<file path="config.mk">
export PLATFORM = sky130hd
export DESIGN_NAME = mem_access_ctrl
export DESIGN_NICKNAME = d
export VERILOG_FILES = /design/src/rtl/mem_pkg.sv /design/src/rtl/load_align.sv /design/src/rtl/mem_access_ctrl.sv
export SDC_FILE = /design/constraint.sdc
export NUM_CORES = 1
export LEC_CHECK = 0
export ABC_AREA = 1
export CAP_MARGIN = 20
export CORE_ASPECT_RATIO = 0.7
export CORE_MARGIN = 3
export CORE_UTILIZATION = 44
export DETAILED_ROUTE_END_ITERATION = 8
export GPL_TIMING_DRIVEN = 1
export MAX_ROUTING_LAYER = met4
export PLACE_DENSITY = 0.94
export SKIP_CTS_REPAIR_TIMING = 1
export SLEW_MARGIN = 20
export SYNTH_ARGS = -nofsm -noshare
export SYNTH_HDL_FRONTEND = slang
export SYNTH_SLANG_ARGS = --single-unit
</file>
<file path="constraint.sdc">
create_clock -name clk -period 4.8 [get_ports clk]
set_clock_uncertainty 0.05 [all_clocks]
set_input_delay 0.72 -clock clk [delete_from_list [all_inputs] [get_ports clk]]
set_output_delay 0.72 -clock clk [all_outputs]
set_load 0.01 [all_outputs]
</file>
<file path="src/rtl/mem_pkg.sv">
// Shared constants, state encoding and lane-select helpers for the MEM-stage
// access controller.
package mem_pkg;

  localparam logic [1:0] SZ_BYTE = 2'b00;
  localparam logic [1:0] SZ_HALF = 2'b01;
  localparam logic [1:0] SZ_WORD = 2'b10;

  typedef enum logic {
    ST_IDLE   = 1'b0,
    ST_RMW_WR = 1'b1
  } state_e;

  // Size 2'b11 decodes as a word, so only size[1] matters for word checks.
  function automatic logic is_misaligned(input logic [1:0] size, input logic [1:0] lo);
    logic mis;
    mis = 1'b0;
    if (size[1]) begin
      mis = (lo != 2'b00);
    end else if (size == SZ_HALF) begin
      mis = lo[0];
    end
    return mis;
  endfunction

  // Bit offset of the byte lane addressed by lo.
  function automatic logic [4:0] byte_shift(input logic [1:0] lo, input logic big_endian);
    logic [1:0] lane;
    lane = lo ^ {2{big_endian}};
    return {lane, 3'b000};
  endfunction

  // Bit offset of the halfword lane addressed by lo[1].
  function automatic logic [4:0] half_shift(input logic lo1, input logic big_endian);
    logic lane;
    lane = lo1 ^ big_endian;
    return {lane, 4'b0000};
  endfunction

endpackage

</file>
<file path="src/rtl/load_align.sv">
// Selects the addressed byte/halfword lane of a memory word and extends it
// to 32 bits for the MEM/WB register.
module load_align
  import mem_pkg::*;
#(
  parameter bit BIG_ENDIAN = 1'b0
) (
  input  logic [31:0] rdata,
  input  logic [1:0]  addr_lo,
  input  logic [1:0]  size,
  input  logic        is_unsigned,
  output logic [31:0] result
);

  logic [4:0]  bsel;
  logic [4:0]  hsel;
  logic [7:0]  byte_val;
  logic [15:0] half_val;

  always_comb begin
    bsel     = byte_shift(addr_lo, BIG_ENDIAN);
    hsel     = half_shift(addr_lo[1], BIG_ENDIAN);
    byte_val = rdata[bsel +: 8];
    half_val = rdata[hsel +: 16];
    result   = rdata;
    if (size == SZ_BYTE) begin
      result = is_unsigned ? {24'b0, byte_val} : {{24{byte_val[7]}}, byte_val};
    end else if (size == SZ_HALF) begin
      result = is_unsigned ? {16'b0, half_val} : {{16{half_val[15]}}, half_val};
    end
  end

endmodule

</file>
<file path="src/rtl/mem_access_ctrl.sv">
// MEM-stage data-memory controller: word-wide accesses, read-modify-write for
// partial stores, load alignment/extension and misalignment detection.
module mem_access_ctrl
  import mem_pkg::*;
#(
  parameter bit          BIG_ENDIAN = 1'b0,
  parameter int unsigned ADDR_W     = 32
) (
  input  logic              clk,
  input  logic              reset,
  input  logic [ADDR_W-1:0] addr_i,
  input  logic [31:0]       wdata_i,
  input  logic              memread_i,
  input  logic              memwrite_i,
  input  logic [1:0]        size_i,
  input  logic              unsigned_i,
  output logic [ADDR_W-1:0] mem_addr_o,
  output logic [31:0]       mem_wdata_o,
  output logic              mem_read_o,
  output logic              mem_write_o,
  input  logic [31:0]       mem_rdata_i,
  output logic [31:0]       load_data_o,
  output logic              stall_o,
  output logic              misalign_o
);

  state_e      state_q;
  logic [31:0] merge_q;

  logic        is_store;
  logic        is_load;
  logic        misaligned;
  logic        partial;
  logic [4:0]  bsel;
  logic [4:0]  hsel;
  logic [31:0] merged;
  logic [31:0] aligned_data;

  // A simultaneous read+write request is a store.
  assign is_store   = memwrite_i;
  assign is_load    = memread_i & ~memwrite_i;
  assign misaligned = (is_store | is_load) & is_misaligned(size_i, addr_i[1:0]);
  assign partial    = is_store & ~size_i[1];

  always_comb begin
    bsel   = byte_shift(addr_i[1:0], BIG_ENDIAN);
    hsel   = half_shift(addr_i[1], BIG_ENDIAN);
    merged = mem_rdata_i;
    if (size_i == SZ_BYTE) begin
      merged[bsel +: 8] = wdata_i[7:0];
    end else begin
      merged[hsel +: 16] = wdata_i[15:0];
    end
  end

  load_align #(
    .BIG_ENDIAN(BIG_ENDIAN)
  ) u_load_align (
    .rdata      (mem_rdata_i),
    .addr_lo    (addr_i[1:0]),
    .size       (size_i),
    .is_unsigned(unsigned_i),
    .result     (aligned_data)
  );

  always_ff @(posedge clk or posedge reset) begin
    if (reset) begin
      state_q <= ST_IDLE;
      merge_q <= '0;
    end else begin
      unique case (state_q)
        ST_IDLE: begin
          if (partial && !misaligned) begin
            state_q <= ST_RMW_WR;
            merge_q <= merged;
          end
        end
        ST_RMW_WR: state_q <= ST_IDLE;
        default:   state_q <= ST_IDLE;
      endcase
    end
  end

  // Reset gates every enable so an in-flight RMW write is dropped at once.
  always_comb begin
    mem_addr_o  = {addr_i[ADDR_W-1:2], 2'b00};
    mem_wdata_o = wdata_i;
    mem_read_o  = 1'b0;
    mem_write_o = 1'b0;
    stall_o     = 1'b0;
    misalign_o  = 1'b0;
    load_data_o = '0;
    if (!reset) begin
      unique case (state_q)
        ST_IDLE: begin
          if (misaligned) begin
            misalign_o = 1'b1;
          end else if (is_load) begin
            mem_read_o  = 1'b1;
            load_data_o = aligned_data;
          end else if (is_store) begin
            if (partial) begin
              mem_read_o = 1'b1;
              stall_o    = 1'b1;
            end else begin
              mem_write_o = 1'b1;
            end
          end
        end
        ST_RMW_WR: begin
          mem_write_o = 1'b1;
          mem_wdata_o = merge_q;
        end
        default: ;
      endcase
    end
  end

endmodule
</file>
==> out/results.txt <==
Fin area: 0.005264 mm²
Peak supply drop: 0.1449 mV
Critical-path maximum fanout: 21
Relative slew margins: 61.33%
Wirelength per Cell: 15.76 µm
Final Total Pwr: 1.083 mW
RSZ-0062 raised after global routing: false
Reg clk slew, reported paths: 0.05 ns
DIE AREA: 0.01018 mm²
R2R Path End: merge_q[30]
Clock buffer depth: 2
Worst setup startpoint: size_i[1]
Switching power: 0.3704 mW
Pwr/cell area: 205.8 mW/mm²
Status: completed
All-layer global routing usage: 26.94%
Hold Vio Cnt, Final: 0
CTS Buf Count: 5
R2R cell count: 6
GPL Wtd Cong: 0.9912
Switching Fraction: 34.20%
Most common cell after layout, fill and taps aside: nand2_1
Critical path endpoint category: primary output
CTS tree: yes
Max-capacitance violation count: 0
Placement row count: 28
Critical path launch point type: input pin
Final period utilization: 84.11%
WS Path Type: in -> out
Leading post-synthesis cells by cell area: dfrtp_1 21%, nand2_1 17%, o21ai_0 10%, nor2_1 7.7%, o211ai_1 7.4%
Setup violations, final: 0
Sequential share of power: 33.3%
Clock Power Share: 28.2%
Sequential area share after synthesis: 20.88%
Post-synthesis cell type count: 25
Pin count of the biggest net entering global routing: 60
Leak pwr: 2.422 nW
Overflow after GRT: 0
Commonest cells after routing, fill and taps aside: 179 x nand2_1, 139 x clkdlybuf4s50_1, 81 x nor2_1
Skew-Pair Late Insertion Delay: 0.27 ns
Synthesized area per cell: 5.956 µm²
I/O pins: 203
Pint: 0.7127 mW
Routed via count: 4815
Cells after Synth: 664
Residual DRC: 0
Worst EP arrival: 3.27 ns
DRT antenna net count: 0
CP required: 4.03 ns
Drt pass-1 iters: 8
Placement-stage cell area: 0.005125 mm²
Initial antenna violation count: 0
Number of global-route vias before repair: 4406
FF+latch count, synth: 33
Core box area: 0.008583 mm²
Drt initial violations: 527
Die width: 119.3 µm
Nets: 855
Largest area contributor in the netlist: dfrtp_1
Yosys top cell area share: 20.88%
Initial Utilization: 46.08%
First-pass GRT wire length: 22050 µm
Comb pwr share: 38.5%
Fillers: 815
I/O Buffers: 140
Antenna diodes: 0
Worst-margin pin slew: 0.5792 ns
Worst Setup EP: load_data_o[15]
Hold Path Class: reg -> reg
Synth Cell Area: 0.003955 mm²
Synth warn: 0
Layout area overhead: 33.09%
Max-slew violation count: 0
CTS Root Cell: clkbuf_16
Die Y: 85.33 µm
Final setup TNS: 0 ns
Drt total wl: 13680 µm
Worst r2r src: state_q
Fmax: 0.2477 GHz
Vias/cell: 5.547
Dpl hpwl: 10350 µm
Layout cells sized above 1: 6.016%
H-tree depth: 2
Sink Count: 33
Final worst path period need: 4.037 ns
Flop-to-flop setup slack: 3.33 ns
[power groups by stage]
| stage | Clock (mW) | Sequential [mW] | Combinational (mW) |
|---|---|---|---|
| 2_1_floorplan | 0 | 0.355 | 0.262 |
| 3_3_place_gp | 0 | 0.364 | 0.402 |
| 3_5_place_dp | 0 | 0.364 | 0.411 |
| 4_1_cts | 0.309 | 0.361 | 0.413 |
| 5_1_grt | 0.325 | 0.368 | 0.460 |
| 6_report | 0.305 | 0.361 | 0.417 |
[Yosys cell counts]
library cell and n:
mux2_2 20, o21ai_1 1, buf_1 5, ha_1 5, o211ai_1 39, nor2_4 1
buf_6 1, o21ai_0 79, nor3_1 1, clkinv_1 1, a21oi_4 1, dfrtp_1 33
nand2_1 179, inv_2 5, nor2_1 81, a21oi_1 44, nand4_1 3, nand2_4 1
nand3_1 48, buf_2 19, conb_1 1, clkbuf_1 12, nand2_2 1, buf_4 36
inv_1 47
[worst min-delay path by stage]
stage	start	endpoint	slack [ns]	depth (start not counted)
floorplan	merge_q[16]	merge_q[16]	0.40	2
global placement	merge_q[20]	merge_q[20]	0.41	2
detailed placement	merge_q[12]	merge_q[12]	0.42	2
CTS	merge_q[4]	merge_q[4]	0.43	2
global route	merge_q[4]	merge_q[4]	0.44	2
finish	merge_q[13]	merge_q[13]	0.43	2
[registers in the layout (all words and copies together), names as in the netlist]
register  flops
merge_q      32
state_q       1
[final cells by class]
class                      instances  area (µm²)  area share [%]
timing repair buffer             148        1456           27.67
clock inverter                     2       10.01          0.1902
sequential                        33       825.8           15.69
clock buffer                       6       128.9           2.448
tap                              120       150.1           2.852
multi-input combinational        506        2494           47.37
inverter                          53       198.9           3.779
[worst max-delay path, cell delays in order]
cell and delay, ns:
clkdlybuf4s50_1 0.51, inv_2 0.30, nand2_4 0.22, inv_2 0.30, nand4_1 0.38, a21oi_1 0.27
clkdlybuf4s50_1 0.56
[metrics by stage]
step / utilization [%] / instances / setup WS, ns / hold WS [ns]
CTS: 61.33 / 868 / 0.8271 / 0.4316
global route: 61.33 / 868 / 0.5940 / 0.4393
floorplan: - / 665 / 1.509 / 0.3952
global placement: 59.71 / 860 / 0.9053 / 0.4132
finish: 61.33 / 868 / 0.7628 / 0.4288
detailed placement: 59.71 / 860 / 0.8344 / 0.4170
[logic make-up after synthesis]
group	share of synthesized area (%)
and+or+nand+nor	32.08
AOI/OAI and AO/OA	23.51
buffers and inverters	16.17
DFF	20.88
muxes	5.695
adders and majority gates	1.582
other	0.09482
[metal layers]
metal	routed length (µm)	GRT usage (%)
met3	1655	7.395
met2	5813	40.29
met5	0	-
met1	6022	37.08
met4	191	4.678
Note: power is estimated with default switching activity, not from simulation.
